`src/rtl/read_mem.sv`:
```
// read_mem: readout stage for the logic analyzer capture buffer.
//
// When capture stops (start pulse), walks the circular sample memory from the
// oldest valid entry to the newest and streams each sample over valid/ready,
// flagging the final word with o_last. busy stays high for the whole dump so
// the parent can gate the writer and keep memory and write pointer frozen.
//
// Ports:
//   clk         in   sole clock, rising edge
//   reset       in   asynchronous active-low reset
//   start       in   capture-complete pulse, honoured only in IDLE
//   waddr       in   writer's next write location (sampled at start)
//   primed      in   writer has wrapped at least once (sampled at start)
//   raddr       out  registered read address into the buffer
//   rdata       in   buffer word at raddr (combinational read)
//   o_data      out  streamed sample, registered
//   o_valid     out  o_data is valid
//   o_ready     in   consumer accepts o_data
//   o_last      out  final word of the dump
//   busy        out  high from the cycle after start through the done cycle
//   done        out  one-cycle pulse at the end of the dump
//   dbg_state_o out  current FSM state, for observation only
//
// Handshake: a word transfers on any rising edge where o_valid && o_ready.
// Once o_valid rises, o_data/o_last hold until that transfer; o_valid never
// depends combinationally on o_ready.

`ifndef DATA_WIDTH
`define DATA_WIDTH 8
`endif
`ifndef ADDR_WIDTH
`define ADDR_WIDTH 4
`endif

module read_mem #(
    parameter int DATA_WIDTH = `DATA_WIDTH,
    parameter int ADDR_WIDTH = `ADDR_WIDTH
) (
    input  logic                  clk,
    input  logic                  reset,
    input  logic                  start,
    input  logic [ADDR_WIDTH-1:0] waddr,
    input  logic                  primed,
    output logic [ADDR_WIDTH-1:0] raddr,
    input  logic [DATA_WIDTH-1:0] rdata,
    output logic [DATA_WIDTH-1:0] o_data,
    output logic                  o_valid,
    input  logic                  o_ready,
    output logic                  o_last,
    output logic                  busy,
    output logic                  done,
    output logic [1:0]            dbg_state_o
);

    localparam logic [1:0] ST_IDLE = 2'd0;
    localparam logic [1:0] ST_LOAD = 2'd1;
    localparam logic [1:0] ST_SEND = 2'd2;
    localparam logic [1:0] ST_DONE = 2'd3;

    logic [1:0]            state_q,     state_d;
    logic [ADDR_WIDTH-1:0] raddr_q,     raddr_d;
    logic [DATA_WIDTH-1:0] data_q,      data_d;
    logic                  valid_q,     valid_d;
    logic                  last_q,      last_d;
    // One bit wider than the address so a full buffer (2^ADDR_WIDTH) fits.
    logic [ADDR_WIDTH:0]   remaining_q, remaining_d;
    logic [ADDR_WIDTH:0]   start_count;

    // A primed buffer is full: oldest entry sits at the write pointer.
    // Otherwise the valid entries are 0 .. waddr-1.
    assign start_count = primed ? {1'b1, {ADDR_WIDTH{1'b0}}} : {1'b0, waddr};

    always_comb begin
        state_d     = state_q;
        raddr_d     = raddr_q;
        data_d      = data_q;
        valid_d     = valid_q;
        last_d      = last_q;
        remaining_d = remaining_q;
        case (state_q)
            ST_IDLE: begin
                if (start) begin
                    raddr_d     = primed ? waddr : '0;
                    remaining_d = start_count;
                    state_d     = (start_count == '0) ? ST_DONE : ST_LOAD;
                end
            end
            ST_LOAD: begin
                data_d  = rdata;
                valid_d = 1'b1;
                last_d  = (remaining_q == {{ADDR_WIDTH{1'b0}}, 1'b1});
                state_d = ST_SEND;
            end
            ST_SEND: begin
                if (valid_q && o_ready) begin
                    valid_d = 1'b0;
                    last_d  = 1'b0;
                    if (last_q) begin
                        state_d = ST_DONE;
                    end else begin
                        raddr_d     = raddr_q + 1'b1;
                        remaining_d = remaining_q - 1'b1;
                        state_d     = ST_LOAD;
                    end
                end
            end
            ST_DONE: begin
                state_d = ST_IDLE;
            end
            default: begin
                state_d = ST_IDLE;
            end
        endcase
    end

    always_ff @(posedge clk or negedge reset) begin
        if (!reset) begin
            state_q     <= ST_IDLE;
            raddr_q     <= '0;
            data_q      <= '0;
            valid_q     <= 1'b0;
            last_q      <= 1'b0;
            remaining_q <= '0;
        end else begin
            state_q     <= state_d;
            raddr_q     <= raddr_d;
            data_q      <= data_d;
            valid_q     <= valid_d;
            last_q      <= last_d;
            remaining_q <= remaining_d;
        end
    end

    assign raddr       = raddr_q;
    assign o_data      = data_q;
    assign o_valid     = valid_q;
    assign o_last      = last_q;
    assign busy        = (state_q != ST_IDLE);
    assign done        = (state_q == ST_DONE);
    assign dbg_state_o = state_q;

endmodule

```
`config.mk`:
```
export PLATFORM = sky130hd
export DESIGN_NAME = read_mem
export DESIGN_NICKNAME = d
export VERILOG_FILES = /design/src/rtl/read_mem.sv
export SDC_FILE = /design/constraint.sdc
export NUM_CORES = 1
export LEC_CHECK = 0
export CORE_ASPECT_RATIO = 0.75
export CORE_MARGIN = 2
export CORE_UTILIZATION = 23
export DETAILED_ROUTE_END_ITERATION = 16
export GPL_TIMING_DRIVEN = 0
export SLEW_MARGIN = 25
export SYNTH_ARGS = -nofsm -noshare
export SYNTH_HDL_FRONTEND = slang
export SYNTH_SLANG_ARGS = --single-unit
```
`constraint.sdc`:
```
create_clock -name clk -period 2.9 [get_ports clk]
set_input_delay 0.58 -clock clk [delete_from_list [all_inputs] [get_ports clk]]
set_output_delay 0.58 -clock clk [all_outputs]
set_load 0.1 [all_outputs]
```
# Word-level counts from Yosys, hierarchy flattened
# Cells that the tools add are included.
[totals] output_inout_bits=18 register_bits=21 inputBits=17
[classes] n_reduce_logical=9 n_addsub=2 muxes=18 n_eq_ne=7
[op_table] cell="$mux W5" count=4
[op_table] cell="$mux W4" count=4
[op_table] cell="$pmux W5 S2" count=1
[op_table] cell="$mux W2" count=4
[op_table] cell="$pmux W2 S4" count=1
[op_table] cell="$pmux W4 S2" count=1
[op_table] cell="$ne A2 B2 Y1 const B" count=3
[op_table] cell="$reduce_bool A2 Y1" count=3
[op_table] cell="$eq A5 B1 Y1 const B" count=1
[op_table] cell="$logic_not A5 Y1" count=1
[op_table] cell="$sub A5 B1 Y5 const B" count=1
[op_table] cell="$add A4 B1 Y4 const B" count=1
[op_table] cell="$eq A2 B2 Y1 const B" count=2
[op_table] cell="$pmux W1 S2" count=2
[op_table] cell="$reduce_and A2 Y1" count=2
[op_table] cell="$reduce_and A4 Y1" count=1
[op_table] cell="$eq A2 B1 Y1 const B" count=1
[op_table] cell="$logic_not A2 Y1" count=1
[op_table] cell="$logic_and A1 B1 Y1" count=1
[op_table] cell="$mux W1" count=1

# Logic depth before layout (Yosys ltp)
# Gate-level depths: netlist of run 1.
[depth] depth_word=5 ltp_mapped=5 ltp_nobuf=5

# Least setup slack after synthesis of run 1
# Ideal clock, no wire load.
[synth_timing] path_kind="register to output" start="register state_q[1] (netlist: dbg_state_o[1])" end="output done" path_buffers=2 required_ps=2320 t_arrival_ps=2173 path_slack_ps=147 stages_incl_launch_ff=4 path_cell_list="dfrtp_1 -> buf_6 -> clkbuf_1 -> and2_1"
[synth_between] elab_chain_len=1
[synth_lines] item="start, declared" line_no="60" source="logic [1:0] state_q, state_d;"
[synth_lines] item="start signal, assigned" line_no="125" source="state_q <= state_d;"
[synth_lines] item="$eq A2 B2 Y1" line_no="139" source="assign done = (state_q == ST_DONE);"
[synth_lines] item="end, declared" line_no="51" source="output logic done,"
# No other way between the ends.

# Worst setup path in the final report of run 1
# Same ends and word-level chain as after synthesis.

==> summary by stage, run 1 <==
Detailed routing
Summed over all layers, the routed wires come to 2727 um. The first detailed-routing pass took 4 iterations. The via-per-instance ratio is 4.768. The number of vias in the routed layout is 968. The number of violations reported at the end of detailed-routing iteration 0 is 73. In the routed design, unresolved DRC markers number 0.

The post-detailed-route count of antenna-violating nets is 0. The detail-routed net length per standard cell is 13.43 um.

Worst setup path
The class of the most critical setup path is reg -> out. The type of destination of the critical path is an output pin. The largest driver fanout on the critical path is 10. The type of origin of the critical path is a register. At the worst endpoint, the required time is 2.32 ns.

At the worst endpoint, the arrival time is 2.14 ns.

Finish
For this run, the post-layout net count is 164. After routing the design area is 1589 sq um. The repair_antennas step left the layout with diodes totalling 0. In the final layout, the share of cells above drive strength 1 is 0.1608. The filler-free cell count of the finished design is 203.

The area growth from synthesis to layout is 38.80%.

Logic synthesis
The flop and latch count out of synthesis is 21. Dividing the synthesized area by the synthesized cell count gives 10.80 sq um. The number of flops mapped to enable cells by yosys is 0. Of the post-synthesis cell area, the dominant cell type holds 0.4590.

Counting instances in the post-synthesis netlist gives the leading cell types as sky130_fd_sc_hd__dfrtp_1 (21), sky130_fd_sc_hd__mux2_2 (9), sky130_fd_sc_hd__inv_1 (7). The most used flip-flop cell after synthesis is sky130_fd_sc_hd__dfrtp_1. The most common cell in the synthesized netlist is sky130_fd_sc_hd__dfrtp_1.

The post-synthesis instance area is 1145 sq um. By area the synthesized netlist is led by sky130_fd_sc_hd__dfrtp_1 (46%), sky130_fd_sc_hd__mux2_2 (8.9%), sky130_fd_sc_hd__ha_1 (3.3%). The fraction of synthesis flops using an asynchronous set or reset pin is 1.000. The part of the Yosys area used for sequential elements is 0.4590. The count of warnings emitted by yosys is 0. The largest area contributor in the synthesized netlist is sky130_fd_sc_hd__dfrtp_1. After synthesis, the netlist uses 36 different library cells. The post-synthesis instance total is 106.

The net count of the mapped netlist is 126.

Placed design
The weighted congestion at the end of routability-driven global placement is 0.8726. The placed instances occupy a cell area of 1550 sq um. The HPWL after detailed placement is 2098 um. During placement, the flow inserted port buffers numbering 33. In this run, placement finished with an instance count of 199.

Clocking
The number of sinks driven by the clock tree is 21. After clock tree synthesis, the clock-pin slew on the worst setup and hold paths is 0.08 ns. After clock tree synthesis, the setup repair step added 0 buffers. The number of clock buffers inserted by TritonCTS is 3. The clock tree from TritonCTS is done.

The buffer type at the clock tree root is sky130_fd_sc_hd__clkbuf_8. The count of hold buffers inserted by post-cts repair is 0. The later pin in the worst-skew pair is clocked with a latency of 0.26 ns. The number of H-tree levels is 1. The number of buffers on the longest clock path is 2.

Timing
The final count of hold timing violations is 0. The minimum period implied by the final worst setup slack is 2.724 ns. Dividing the final minimum period by the clock period gives 0.9392. In this run the tightest slew margin relative to its limit is 0.3470. The max-slew violation total from the final report came to 0. The worst hold slack is 0.2669 ns. The slew at the pin closest to its max-slew limit is 0.9765 ns.

Adding up every negative setup slack in the final design gives 0 ns. The maximum frequency from static timing analysis is 367.2 MHz. Setup repair after global routing left no endpoint under its margin.

The worst-case clock skew is 0.001131 ns. The final-report setup violation count is 0.

Floorplanning
The region available for standard cell placement spans 4845 sq um. From bottom edge to top edge, the die measures 65.10 um. The x dimension of the die is 85.47 um. The initial core utilization is 0.2363. The floorplan step defined a die boundary enclosing 5564 sq um. The number of rows created at floorplan is 22. In this run the count of I/O pins placed on the die edge is 35.

Global routing
The maximum number of pins on one net before global-route repair is 22. For this run, the total global-route usage over all layers was measured as 0.09862. The number of global-route vias before repair is 944.

The wire length of the first global-routing pass is 4429 um. Summed over all layers, the global routing overflow is 0. The number of antenna violations at the first check in global routing is 0.

Job
Max-cap violations in this run came to 0.

Hold path
The path class of the tightest hold or removal check is in -> async.

Outcome
The flow ran to the end, and the final reports show no timing, DRC or antenna violations.
## layout by cell type, fill, tap and decap left out, types with 3 or more instances in the layout
cell type                         instances
sky130_fd_sc_hd__mux2_2                   9
sky130_fd_sc_hd__ha_1                     3
sky130_fd_sc_hd__dfrtp_1                 21
sky130_fd_sc_hd__nor2_1                   3
sky130_fd_sc_hd__buf_2                    4
sky130_fd_sc_hd__clkdlybuf4s50_1         30
sky130_fd_sc_hd__clkbuf_1                 4
sky130_fd_sc_hd__nand3_1                  6
sky130_fd_sc_hd__inv_1                    7
sky130_fd_sc_hd__a21oi_1                  5
sky130_fd_sc_hd__a31oi_1                  3
sky130_fd_sc_hd__clkbuf_8                 3
sky130_fd_sc_hd__nand2_1                  3
sky130_fd_sc_hd__nand3b_1                 3
sky130_fd_sc_hd__nand2b_1                 3
## worst max-delay path: stages (launching register included)
cell	delay (ns)
sky130_fd_sc_hd__dfrtp_1	0.36
sky130_fd_sc_hd__buf_6	0.14
sky130_fd_sc_hd__clkbuf_1	0.36
sky130_fd_sc_hd__and2_1	0.18
sky130_fd_sc_hd__dlygate4sd2_1	0.84
## worst paths after layout
check | from | slack (ns) | cells after the start | end
setup reg to reg | dbg_state_o[1] | 1.29 | 5 | raddr[0]
min in group clk | o_data[7] | 0.51 | 1 | o_data[7]
hold / removal | reset | 0.27 | 1 | o_data[4]
max in group asynchronous | reset | 2.30 | 1 | raddr[1]
hold reg to reg | o_data[7] | 0.51 | 1 | o_data[7]
setup / recovery | dbg_state_o[1] | 0.18 | 4 | done
## metal layers
layer | track usage | up-vias | share of wire
met5 | 0 | - | 0
met4 | 0.03571 | 0 | 0.0077
met3 | 0.01131 | 2 | 0.034
met2 | 0.1592 | 20 | 0.48
met1 | 0.1369 | 479 | 0.48
li1 | - | 467 | -
## cell type report
| type | count | area (sq um) |
|---|---|---|
| Buffer | 8 | 41.29 |
| Clock buffer | 3 | 41.29 |
| Clock inverter | 1 | 5.005 |
| Fill cell | 500 | 3256 |
| Inverter | 7 | 26.28 |
| Multi-Input combinational cell | 70 | 551.8 |
| Sequential cell | 21 | 525.5 |
| Tap cell | 60 | 75.07 |
| Timing Repair Buffer | 33 | 322.8 |
## sequential cells by signal, summed over array words and instances, names as in the netlist
name	count
o_last	1
o_data	8
raddr	4
o_valid	1
remaining_q	5
dbg_state_o	2
## cells by family (layout without fill, tap and decap cells)
| logic type | count (synthesis) | after routing | share of synthesized area |
|---|---|---|---|
| buf+inv | 15 | 52 | 0.05901 |
| compound gates | 22 | 22 | 0.1454 |
| simple gates | 32 | 32 | 0.1716 |
| fa+ha+maj | 3 | 3 | 0.03279 |
| mux | 13 | 13 | 0.1322 |
| flops | 21 | 21 | 0.4590 |
## timing repair
item                       4_1_cts  5_1_grt
gates resized for setup          2        0
setup endpoints to repair        2        0
hold endpoints to repair         0        0
## through the flow
| stage | util | setup WS (ns) |
|---|---|---|
| after floorplan | - | 0.1474 |
| after global placement | 0.3200 | 0.1838 |
| after detailed placement | 0.3200 | 0.1832 |
| after CTS | 0.3290 | 0.1736 |
| after global routing | 0.3280 | 0.03632 |
| final | 0.3280 | 0.1764 |
Power of run 1 is left out: the tool's default activity adds up to more than one toggle a clock period on the data nets, which glitch-free logic cannot reach.
==> run 2: changes to the inputs <==
--- a/config.mk
+++ b/config.mk
@@ -5,9 +5,10 @@
 export SDC_FILE = /design/constraint.sdc
 export NUM_CORES = 1
 export LEC_CHECK = 0
-export CORE_ASPECT_RATIO = 0.75
+export CORE_ASPECT_RATIO = 0.5
 export CORE_MARGIN = 2
 export CORE_UTILIZATION = 23
+export CTS_CLUSTER_SIZE = 40
 export DETAILED_ROUTE_END_ITERATION = 16
 export GPL_TIMING_DRIVEN = 0
 export SLEW_MARGIN = 25
==> run 2 against run 1 <==
Critical path depth did not move. Utilization is 0.12 points higher. Final area grew 0.79%. Global-route usage is 0.091 points higher. Via count up 0.62%. Hold slack is essentially flat. Worst setup slack got worse by 0.022 ns. Clock-buffer cell count unchanged. First-iteration DRC count is 2.7% lower. Flip-flop and latch count unchanged. Maximum frequency shrank 0.79%. Critical path type unchanged. Critical endpoint unchanged.
==> summary by stage, run 2 (same netlist as run 1, synthesis figures left out) <==
Floorplanning
Row generation in the floorplan step produced 18 rows. The initial core utilization is 0.2353. The x dimension of the die is 103.8 um. The die area is 5592 sq um.

Pin placement for this block handled 35 I/O pins. The total core area is 4865 sq um. In this run the vertical extent of the chip is 53.89 um.

Timing
In the finished design, the share of the clock period the worst path needs comes to 0.9466. The minimum period implied by the final worst setup slack is 2.745 ns. Setup repair after global routing left no endpoint under its margin. On the final layout, the worst clock skew is 0.005538 ns.

The worst slew slack as a fraction of its limit is 0.3469. The max-slew violation total from the final report is 0. The slew at the pin closest to its max-slew limit is 0.9765 ns. Derived from the worst setup path, the maximum achievable clock frequency is 364.3 MHz. The final count of hold timing violations was 0. The final-report setup violation count is 0. The total negative slack is 0 ns.

Global routing
The wire length of the first global-routing pass is 4340 um. The overall routing resource usage is 0.09954. Entering global routing, the biggest net connects 22 pins.

The number of antenna violations at the first check in global routing is 0. The overall overflow remaining after global route is 0. The number of global-route vias before repair is 921.

Worst setup path
The worst setup path is captured at an output pin. For this design, the slowest cell found on the critical path is sky130_fd_sc_hd__dlygate4sd2_1. The largest driver fanout on the critical path is 10. Traced cell by cell, the critical path runs through buf_6, clkbuf_1, and2_1, dlygate4sd2_1. The worst stage delay on the critical path is 0.85 ns. STA classifies the critical path startpoint as a register. The worst register-to-register path begins at dbg_state_o[1]. The most critical setup path has its startpoint at dbg_state_o[1]. By startpoint and endpoint, the worst setup path is classified as reg -> out. Broken down by cell family, the worst path's largest delay share belongs to buffers and inverters. The data required time of the critical path is 2.32 ns. At the worst endpoint, the arrival time is 2.17 ns. The buffers plus inverters on the worst setup path is 3.

Finish
Leaving out fill and tap cells, the most frequent cells in the layout are sky130_fd_sc_hd__clkdlybuf4s50_1 (30), sky130_fd_sc_hd__dfrtp_1 (21), sky130_fd_sc_hd__mux2_2 (9). After filler insertion, the fill cell instance count of the layout stands at 514. In the final layout, the share of cells above drive strength 1 is 0.1608. The area added between synthesis and finish is 39.89%. The flip-flop count of the largest register after layout is 8. The leading cell type in the layout, fill and taps excluded is sky130_fd_sc_hd__clkdlybuf4s50_1.

The final antenna diode count is 0. The total number of nets in the final design is 164. After the flow finishes, the layout carries non-filler instances totaling 213.

Clocking
The count of hold buffers inserted by post-cts repair is 0. In this run the clock root is driven by a sky130_fd_sc_hd__clkbuf_8. Counting every sink on the clock net gives 21. The clock passes through at most 2 buffers. The clock transition at the register clock pins on the worst setup and hold paths after CTS is 0.08 ns. The number of clock buffers inserted by TritonCTS is 3. CTS built an H-tree with a depth of 1. The latest clock arrival within the worst-skew pair is 0.26 ns. The clock tree from TritonCTS is done.

Detailed routing
The aggregate routed wire length is 2600 um. The first-pass iteration count of the detailed router is 4. After detailed routing, the number of vias per cell comes to 4.573.

The count of nets left with antenna violations once routing finished came out at 0. After detailed routing, the number of remaining DRC violations is 0. For this block, the initial DRC count from the detailed router was 71. After detailed routing, the average wire length per cell comes to 12.21 um.

Across all layers, the routed design uses 974 vias.

Placed design
Routability-driven placement finished with a final weighted congestion of 0.8605. The post-DP HPWL is 1968 um. The instance count after placement with tap cells included is 209. The number of port buffers is 33.

Hold path
The tightest min-delay check is of the in -> async type.

Job
The max-capacitance violation count is 0.

Outcome
The flow ran to the end, and the final reports show no timing, DRC or antenna violations.
==> run 2: final cells by class <==
class,count,area [sq um],share of cell area
Multi-Input combinational cell,70,551.8,0.3445
Sequential cell,21,525.5,0.3281
Timing Repair Buffer,33,322.8,0.2016
Tap cell,70,87.58,0.05469
Clock buffer,3,41.29,0.02578
Buffer,8,41.29,0.02578
Inverter,7,26.28,0.01641
Clock inverter,1,5.005,0.003125
==> run 2: routing by layer <==
metal  share of wire  wire, um  GRT usage
met5               0         0          0
met2            0.48      1247     0.1611
met4           0.013        35    0.04505
met3           0.047       122    0.02300
met1            0.46      1194     0.1308
==> run 2: timing repair <==
| item | CTS | global route |
|---|---|---|
| resized for setup | 2 | 0 |
| endpoints found under the setup margin | 2 | 0 |
| setup buffers | 0 | 0 |
| hold endpoints to repair | 0 | 0 |
==> run 2: worst paths after layout <==
check / slack (ns) / cells after the start / endpoint
min in group clk: 0.51 / 1 / o_data[2]
worst min-delay path: 0.27 / 1 / raddr[3]
max in group asynchronous: 2.30 / 1 / o_data[2]
worst max-delay path: 0.15 / 4 / done
worst min register to register: 0.51 / 1 / o_data[2]
worst max register to register: 1.27 / 5 / raddr[1]
==> run 2: worst register-to-register path, delay by kind of cell (launching register included) <==
family | cells | cell delay (ns)
compound gates | 1 | 0.14
buf+inv | 2 | 0.31
flops | 1 | 0.39
mux | 1 | 0.33
simple gates | 1 | 0.33
==> run 2: metrics by stage <==
stage	worst slack [ns]	utilization	instance area (sq um)	hold slack, ns
CTS	0.1359	0.3302	1607	0.5165
global route	0.01820	0.3292	1602	0.3028
floorplan	0.1474	-	1145	0.2844
detailed placement	0.1566	0.3212	1563	0.4975
global placement	0.1540	0.3212	1563	0.4888
finish	0.1548	0.3292	1602	0.2669
Power of run 2 is left out for the same reason.
